## config.mk

```make
export PLATFORM = sky130hd
export DESIGN_NAME = cz80_alu16_seq_flat
export DESIGN_NICKNAME = d
export VERILOG_FILES = /design/src/rtl/cz80_alu16_seq_if.sv /design/src/rtl/cz80_alu16_seq.sv /design/src/flat_wrapper.sv
export SDC_FILE = /design/constraint.sdc
export NUM_CORES = 1
export LEC_CHECK = 0
export BUFFER_PORTS_ARGS = -buffer_cell sky130_fd_sc_hd__buf_2
export CORE_ASPECT_RATIO = 0.6
export CORE_MARGIN = 2
export CORE_UTILIZATION = 35
export CTS_BUF_LIST = sky130_fd_sc_hd__clkbuf_4
export CTS_CLUSTER_DIAMETER = 80
export CTS_CLUSTER_SIZE = 12
export DETAILED_ROUTE_END_ITERATION = 6
export GPL_TIMING_DRIVEN = 0
export PLACE_DENSITY = 0.68
export REMOVE_ABC_BUFFERS = 1
export SLEW_MARGIN = 20
export SYNTH_ARGS = -nofsm -noshare
export SYNTH_HDL_FRONTEND = slang
export SYNTH_SLANG_ARGS = --single-unit
```

## constraint.sdc

```tcl
create_clock -name clk -period 1.7 [get_ports clk]
set_input_delay 0.34 -clock clk [delete_from_list [all_inputs] [get_ports clk]]
set_output_delay 0.34 -clock clk [all_outputs]
set_load 0.005 [all_outputs]
```

## src/rtl/cz80_alu16_seq_if.sv

```systemverilog
// rtl/cz80_alu16_seq_if.sv - request/response and ALU-drive bundle for the 16-bit arithmetic sequencer
interface cz80_alu16_seq_if;
  logic        start;
  logic [1:0]  op;
  logic [15:0] opa;
  logic [15:0] opb;
  logic [7:0]  f_in;
  logic        busy;
  logic        done;
  logic [15:0] result;
  logic [7:0]  f_out;
  logic [3:0]  alu_op;
  logic        alu_arith16;
  logic        alu_z16;
  logic [7:0]  alu_busa;
  logic [7:0]  alu_busb;
  logic [7:0]  alu_f;
  logic [7:0]  alu_q;
  logic [7:0]  alu_f_out;

  modport master (
    output start, op, opa, opb, f_in, alu_q, alu_f_out,
    input  busy, done, result, f_out,
    input  alu_op, alu_arith16, alu_z16, alu_busa, alu_busb, alu_f
  );

  modport slave (
    input  start, op, opa, opb, f_in, alu_q, alu_f_out,
    output busy, done, result, f_out,
    output alu_op, alu_arith16, alu_z16, alu_busa, alu_busb, alu_f
  );
endinterface

```

## src/rtl/cz80_alu16_seq.sv

```systemverilog
// rtl/cz80_alu16_seq.sv - ADD/ADC/SBC/SUB 16-bit as two chained byte passes through cz80_alu
module cz80_alu16_seq (
  input logic              clk,
  input logic              reset,
  cz80_alu16_seq_if.slave  bus
);
  typedef enum logic [1:0] {IDLE, LO, HI, DONE} state_t;

  state_t      state;
  logic [1:0]  op_q;
  logic [7:0]  opa_hi;
  logic [7:0]  opb_hi;
  logic [7:0]  res_lo;

  // Low pass: plain add/sub, carry-in only for ADC/SBC.
  function automatic logic [3:0] lo_alu_op(input logic [1:0] op);
    case (op)
      2'b00:   lo_alu_op = 4'd0;
      2'b01:   lo_alu_op = 4'd1;
      2'b10:   lo_alu_op = 4'd3;
      default: lo_alu_op = 4'd2;
    endcase
  endfunction

  // High pass always consumes the low-byte carry.
  function automatic logic [3:0] hi_alu_op(input logic [1:0] op);
    hi_alu_op = op[1] ? 4'd3 : 4'd1;
  endfunction

  always_ff @(posedge clk) begin
    if (reset) begin
      state           <= IDLE;
      op_q            <= 2'b00;
      opa_hi          <= 8'h00;
      opb_hi          <= 8'h00;
      res_lo          <= 8'h00;
      bus.busy        <= 1'b0;
      bus.done        <= 1'b0;
      bus.result      <= 16'h0000;
      bus.f_out       <= 8'h00;
      bus.alu_op      <= 4'd0;
      bus.alu_arith16 <= 1'b0;
      bus.alu_z16     <= 1'b0;
      bus.alu_busa    <= 8'h00;
      bus.alu_busb    <= 8'h00;
      bus.alu_f       <= 8'h00;
    end else begin
      bus.done <= 1'b0;
      case (state)
        IDLE, DONE: begin
          if (bus.start) begin
            state           <= LO;
            op_q            <= bus.op;
            opa_hi          <= bus.opa[15:8];
            opb_hi          <= bus.opb[15:8];
            bus.busy        <= 1'b1;
            bus.alu_op      <= lo_alu_op(bus.op);
            bus.alu_arith16 <= (bus.op == 2'b00);
            bus.alu_z16     <= 1'b0;
            bus.alu_busa    <= bus.opa[7:0];
            bus.alu_busb    <= bus.opb[7:0];
            bus.alu_f       <= bus.f_in;
          end else begin
            state    <= IDLE;
            bus.busy <= 1'b0;
          end
        end
        LO: begin
          state           <= HI;
          res_lo          <= bus.alu_q;
          bus.alu_op      <= hi_alu_op(op_q);
          bus.alu_z16     <= (op_q != 2'b00);
          bus.alu_busa    <= opa_hi;
          bus.alu_busb    <= opb_hi;
          // Low-pass flags feed the high pass as its carry/zero source.
          bus.alu_f       <= bus.alu_f_out;
        end
        HI: begin
          state           <= DONE;
          bus.result      <= {bus.alu_q, res_lo};
          bus.f_out       <= bus.alu_f_out;
          bus.done        <= 1'b1;
          bus.busy        <= 1'b0;
          bus.alu_op      <= 4'd0;
          bus.alu_arith16 <= 1'b0;
          bus.alu_z16     <= 1'b0;
          bus.alu_busa    <= 8'h00;
          bus.alu_busb    <= 8'h00;
          bus.alu_f       <= 8'h00;
        end
        default: state <= IDLE;
      endcase
    end
  end
endmodule

```

## src/flat_wrapper.sv

```systemverilog
// flat-port wrapper written by rule: the top's interface ports become plain ports
module cz80_alu16_seq_flat 
  (clk, reset, bus_start, bus_op, bus_opa, bus_opb, bus_f_in, bus_alu_q, bus_alu_f_out, bus_busy, bus_done, bus_result, bus_f_out, bus_alu_op, bus_alu_arith16, bus_alu_z16, bus_alu_busa, bus_alu_busb, bus_alu_f);
  cz80_alu16_seq_if bus_i ();
  input logic clk;
  input logic reset;
  input wire logic [$bits(bus_i.start)-1:0] bus_start;
  input wire logic [$bits(bus_i.op)-1:0] bus_op;
  input wire logic [$bits(bus_i.opa)-1:0] bus_opa;
  input wire logic [$bits(bus_i.opb)-1:0] bus_opb;
  input wire logic [$bits(bus_i.f_in)-1:0] bus_f_in;
  input wire logic [$bits(bus_i.alu_q)-1:0] bus_alu_q;
  input wire logic [$bits(bus_i.alu_f_out)-1:0] bus_alu_f_out;
  output wire logic [$bits(bus_i.busy)-1:0] bus_busy;
  output wire logic [$bits(bus_i.done)-1:0] bus_done;
  output wire logic [$bits(bus_i.result)-1:0] bus_result;
  output wire logic [$bits(bus_i.f_out)-1:0] bus_f_out;
  output wire logic [$bits(bus_i.alu_op)-1:0] bus_alu_op;
  output wire logic [$bits(bus_i.alu_arith16)-1:0] bus_alu_arith16;
  output wire logic [$bits(bus_i.alu_z16)-1:0] bus_alu_z16;
  output wire logic [$bits(bus_i.alu_busa)-1:0] bus_alu_busa;
  output wire logic [$bits(bus_i.alu_busb)-1:0] bus_alu_busb;
  output wire logic [$bits(bus_i.alu_f)-1:0] bus_alu_f;
  assign bus_i.start = bus_start;
  assign bus_i.op = bus_op;
  assign bus_i.opa = bus_opa;
  assign bus_i.opb = bus_opb;
  assign bus_i.f_in = bus_f_in;
  assign bus_i.alu_q = bus_alu_q;
  assign bus_i.alu_f_out = bus_alu_f_out;
  assign bus_busy = bus_i.busy;
  assign bus_done = bus_i.done;
  assign bus_result = bus_i.result;
  assign bus_f_out = bus_i.f_out;
  assign bus_alu_op = bus_i.alu_op;
  assign bus_alu_arith16 = bus_i.alu_arith16;
  assign bus_alu_z16 = bus_i.alu_z16;
  assign bus_alu_busa = bus_i.alu_busa;
  assign bus_alu_busb = bus_i.alu_busb;
  assign bus_alu_f = bus_i.alu_f;
  cz80_alu16_seq u_core (.clk(clk), .reset(reset), .bus(bus_i));
endmodule
```

==> impl_metrics.env <==
export IMPL_period_share_pct=96.2
export IMPL_grt_pass1_wl_mm=13.1
export IMPL_grt_ovfl_total=0
export IMPL_yosysSeqAreaShare_pct=47.8
export IMPL_crit_fanout=41
export IMPL_critPathLaunchType="flop"
export IMPL_drcViolationCount=0
export IMPL_grt_pass1_vias=2692
export IMPL_htreeDepth=3
export IMPL_p_leak_nw=1.89
export IMPL_maxCapViolations=0
export IMPL_finClkSkew_ns=0.00822
export IMPL_ir_worst_vdd_mv=0.529
export IMPL_die_area_mm2=0.0106
export IMPL_stdcell_area_mm2=0.00422
export IMPL_synth_top_area_share_pct=47.8
export IMPL_via_per_inst=4.94
export IMPL_drv_slew=0
export IMPL_layout_cells_most_common="buf_2"
export IMPL_arrival_ns=2.00
export IMPL_dr_pass1_iters=4
export IMPL_fillers=920
export IMPL_antenna_diode_count=0
export IMPL_slew_limit_headroom_pct=42.1
export IMPL_finalHoldViolCount=0
export IMPL_wl_mm=8.01
export IMPL_final_nets=502
export IMPL_wire_per_inst_um=14.1
export IMPL_clkLatencyLatePin_ns=0.42
export IMPL_place_congestion=0.747
export IMPL_die_w_um=132
export IMPL_final_cell_mix="buf_2 (112), dfxtp_1 (82), mux2i_1 (58)"
export IMPL_power_density_mw_per_mm2=1090
export IMPL_crit_path_end_kind="flop"
export IMPL_fp_dieH_um=80.7
export IMPL_synth_area_top_cells="dfxtp_1 (48%), mux2i_1 (17%), a21oi_1 (6.3%)"
export IMPL_ff_latch_area_mm2=0.00164
export IMPL_io_pins=117
export IMPL_numCtsBuffers=9
export IMPL_hp_class="in -> reg"
export IMPL_cts_tree="yes"
export IMPL_io_buffers=114
export IMPL_fp_row_count=27
export IMPL_clk_pin_slew_ns=0.13
export IMPL_ys_ff_latch=82
export IMPL_ant_nets=0
export IMPL_synth_largest_area_cell="dfxtp_1"
export IMPL_async_flop_share_pct=0
export IMPL_utilization_pct=45.1
export IMPL_rsz0062_at_grt="yes"
export IMPL_grt_max_degree=85
export IMPL_ys_warnings_count=0
export IMPL_setup_viol=0
export IMPL_power_mw=4.59
export IMPL_core_area_mm2=0.00936
export IMPL_drtIter0Drc=112
export IMPL_post_route_min_period_ns=1.64
export IMPL_cts_root_buf="clkbuf_4"
export IMPL_track_usage_pct=15.7
export IMPL_fmax_mhz=612
export IMPL_cts_max_path_buffers=2
export IMPL_yosys_most_used_dff="dfxtp_1"
export IMPL_hpwl_mm=5.06
export IMPL_synth_cells=341
export IMPL_synth_area_mm2=0.00343
export IMPL_place_area_mm2=0.00405
export IMPL_crit_required_ns=2.06
export IMPL_drive_gt1_share_pct=34.7
export IMPL_antenna_found_initial=0
export IMPL_critPathKind="reg -> reg"
export IMPL_post_cts_buffers=0
export IMPL_postCtsHoldBufs=0
export IMPL_syn_area_per_cell_um2=10.1
export IMPL_fin_tns_setup_ns=0
export IMPL_area_growth_pct=23.0
export IMPL_outcome="finished, final reports clean"
export IMPL_vias=2805
export IMPL_synth_edf_count=0
export IMPL_multi_input_area_mm2=0.00161
export IMPL_start_util_pct=36.7
export IMPL_final_cells=568
export IMPL_ys_types=26
export IMPL_worst_pin_slew_ns=0.868
export IMPL_placed_cells=552
export IMPL_clock_sinks=82
## synthesized netlist by cell type, types with 2 or more instances
library cell,n
dfxtp_1,82
mux2i_1,59
a21oi_1,43
nor2_1,35
a211oi_1,25
a21bo_2,18
nand3_1,18
buf_2,15
buf_4,7
ha_1,7
buf_1,6
clkbuf_1,6
inv_1,4
buf_6,2
nand3b_1,2
nor2b_1,2
## worst paths after layout
check | startpoint | endpoint | slack (ns) | cells past startpoint
min | bus_opa[10] | u_core.opa_hi[2] | 0.15 | 3
max | u_core.state[0] | u_core.bus.alu_arith16 | 0.06 | 5
max reg2reg | u_core.state[0] | u_core.bus.alu_arith16 | 0.06 | 5
min reg2reg | u_core.bus.busy | u_core.bus.busy | 0.46 | 2
## routing by layer
layer / up-vias / GRT usage (%) / part of all wire (%)
li1: 1389 / - / -
met4: 0 / 5.87 / 1.4
met5: - / 0 / 0
met3: 12 / 6.31 / 7.4
met2: 86 / 24.1 / 43
met1: 1318 / 19.8 / 48
## area by class of cell
type	count	area share, %
Timing Repair Buffer	117	15.7
Multi-Input combinational cell	220	38.2
Clock buffer	9	1.60
Clock inverter	6	1.39
Sequential cell	82	38.9
Tap cell	130	3.86
Inverter	4	0.356
## metrics by stage
stage	setup slack [ns]	hold WS, ns
5_1_grt	-0.0135	0.0990
6_report	0.0650	0.149
4_1_cts	0.0309	0.112
2_1_floorplan	-0.943	0.407
3_5_place_dp	-0.00576	0.445
3_3_place_gp	-1.56	0.437
## state kept, by name (all words and copies together) (netlist names), 2 cells and up
name,cells
u_core.res_lo,8
u_core.bus.result,16
u_core.opb_hi,8
u_core.bus.alu_busa,8
u_core.bus.f_out,8
u_core.bus.alu_f,8
u_core.bus.alu_op,2
u_core.opa_hi,8
u_core.state,2
u_core.op_q,2
u_core.bus.alu_busb,8
## repair_timing
item                                    CTS  global route
gates resized for setup                   0             2
endpoints found under the setup margin    1             6
pin swaps                                 0             1
gates cloned                              1             0
## critical path: stages, from the launching register on
cell and delay, ns:
dfxtp_1 0.39, inv_1 0.10, ha_4 0.39, buf_16 0.23, mux2i_4 0.27, mux2i_1 0.19
## cells by family after synthesis
family	after synthesis	synth area share, %
AND/OR/NAND/NOR	62	8.39
flip-flops	82	47.8
other	1	0.109
AO/OA/AOI/OAI	90	17.8
adder cells (fa/ha/maj)	7	2.55
multiplexers	59	17.2
buffers and inverters	40	6.13
## where the power goes
group | switching, mW | total, mW | leakage, nW | internal (mW)
Sequential | 0.117 | 2.27 | 0.672 | 2.15
Combinational | 0.642 | 1.25 | 1.15 | 0.604
Clock | 0.638 | 1.07 | 0.0669 | 0.431
Total | 1.40 | 4.59 | 1.89 | 3.19
No activity file was read; power rests on OpenSTA's default activity.
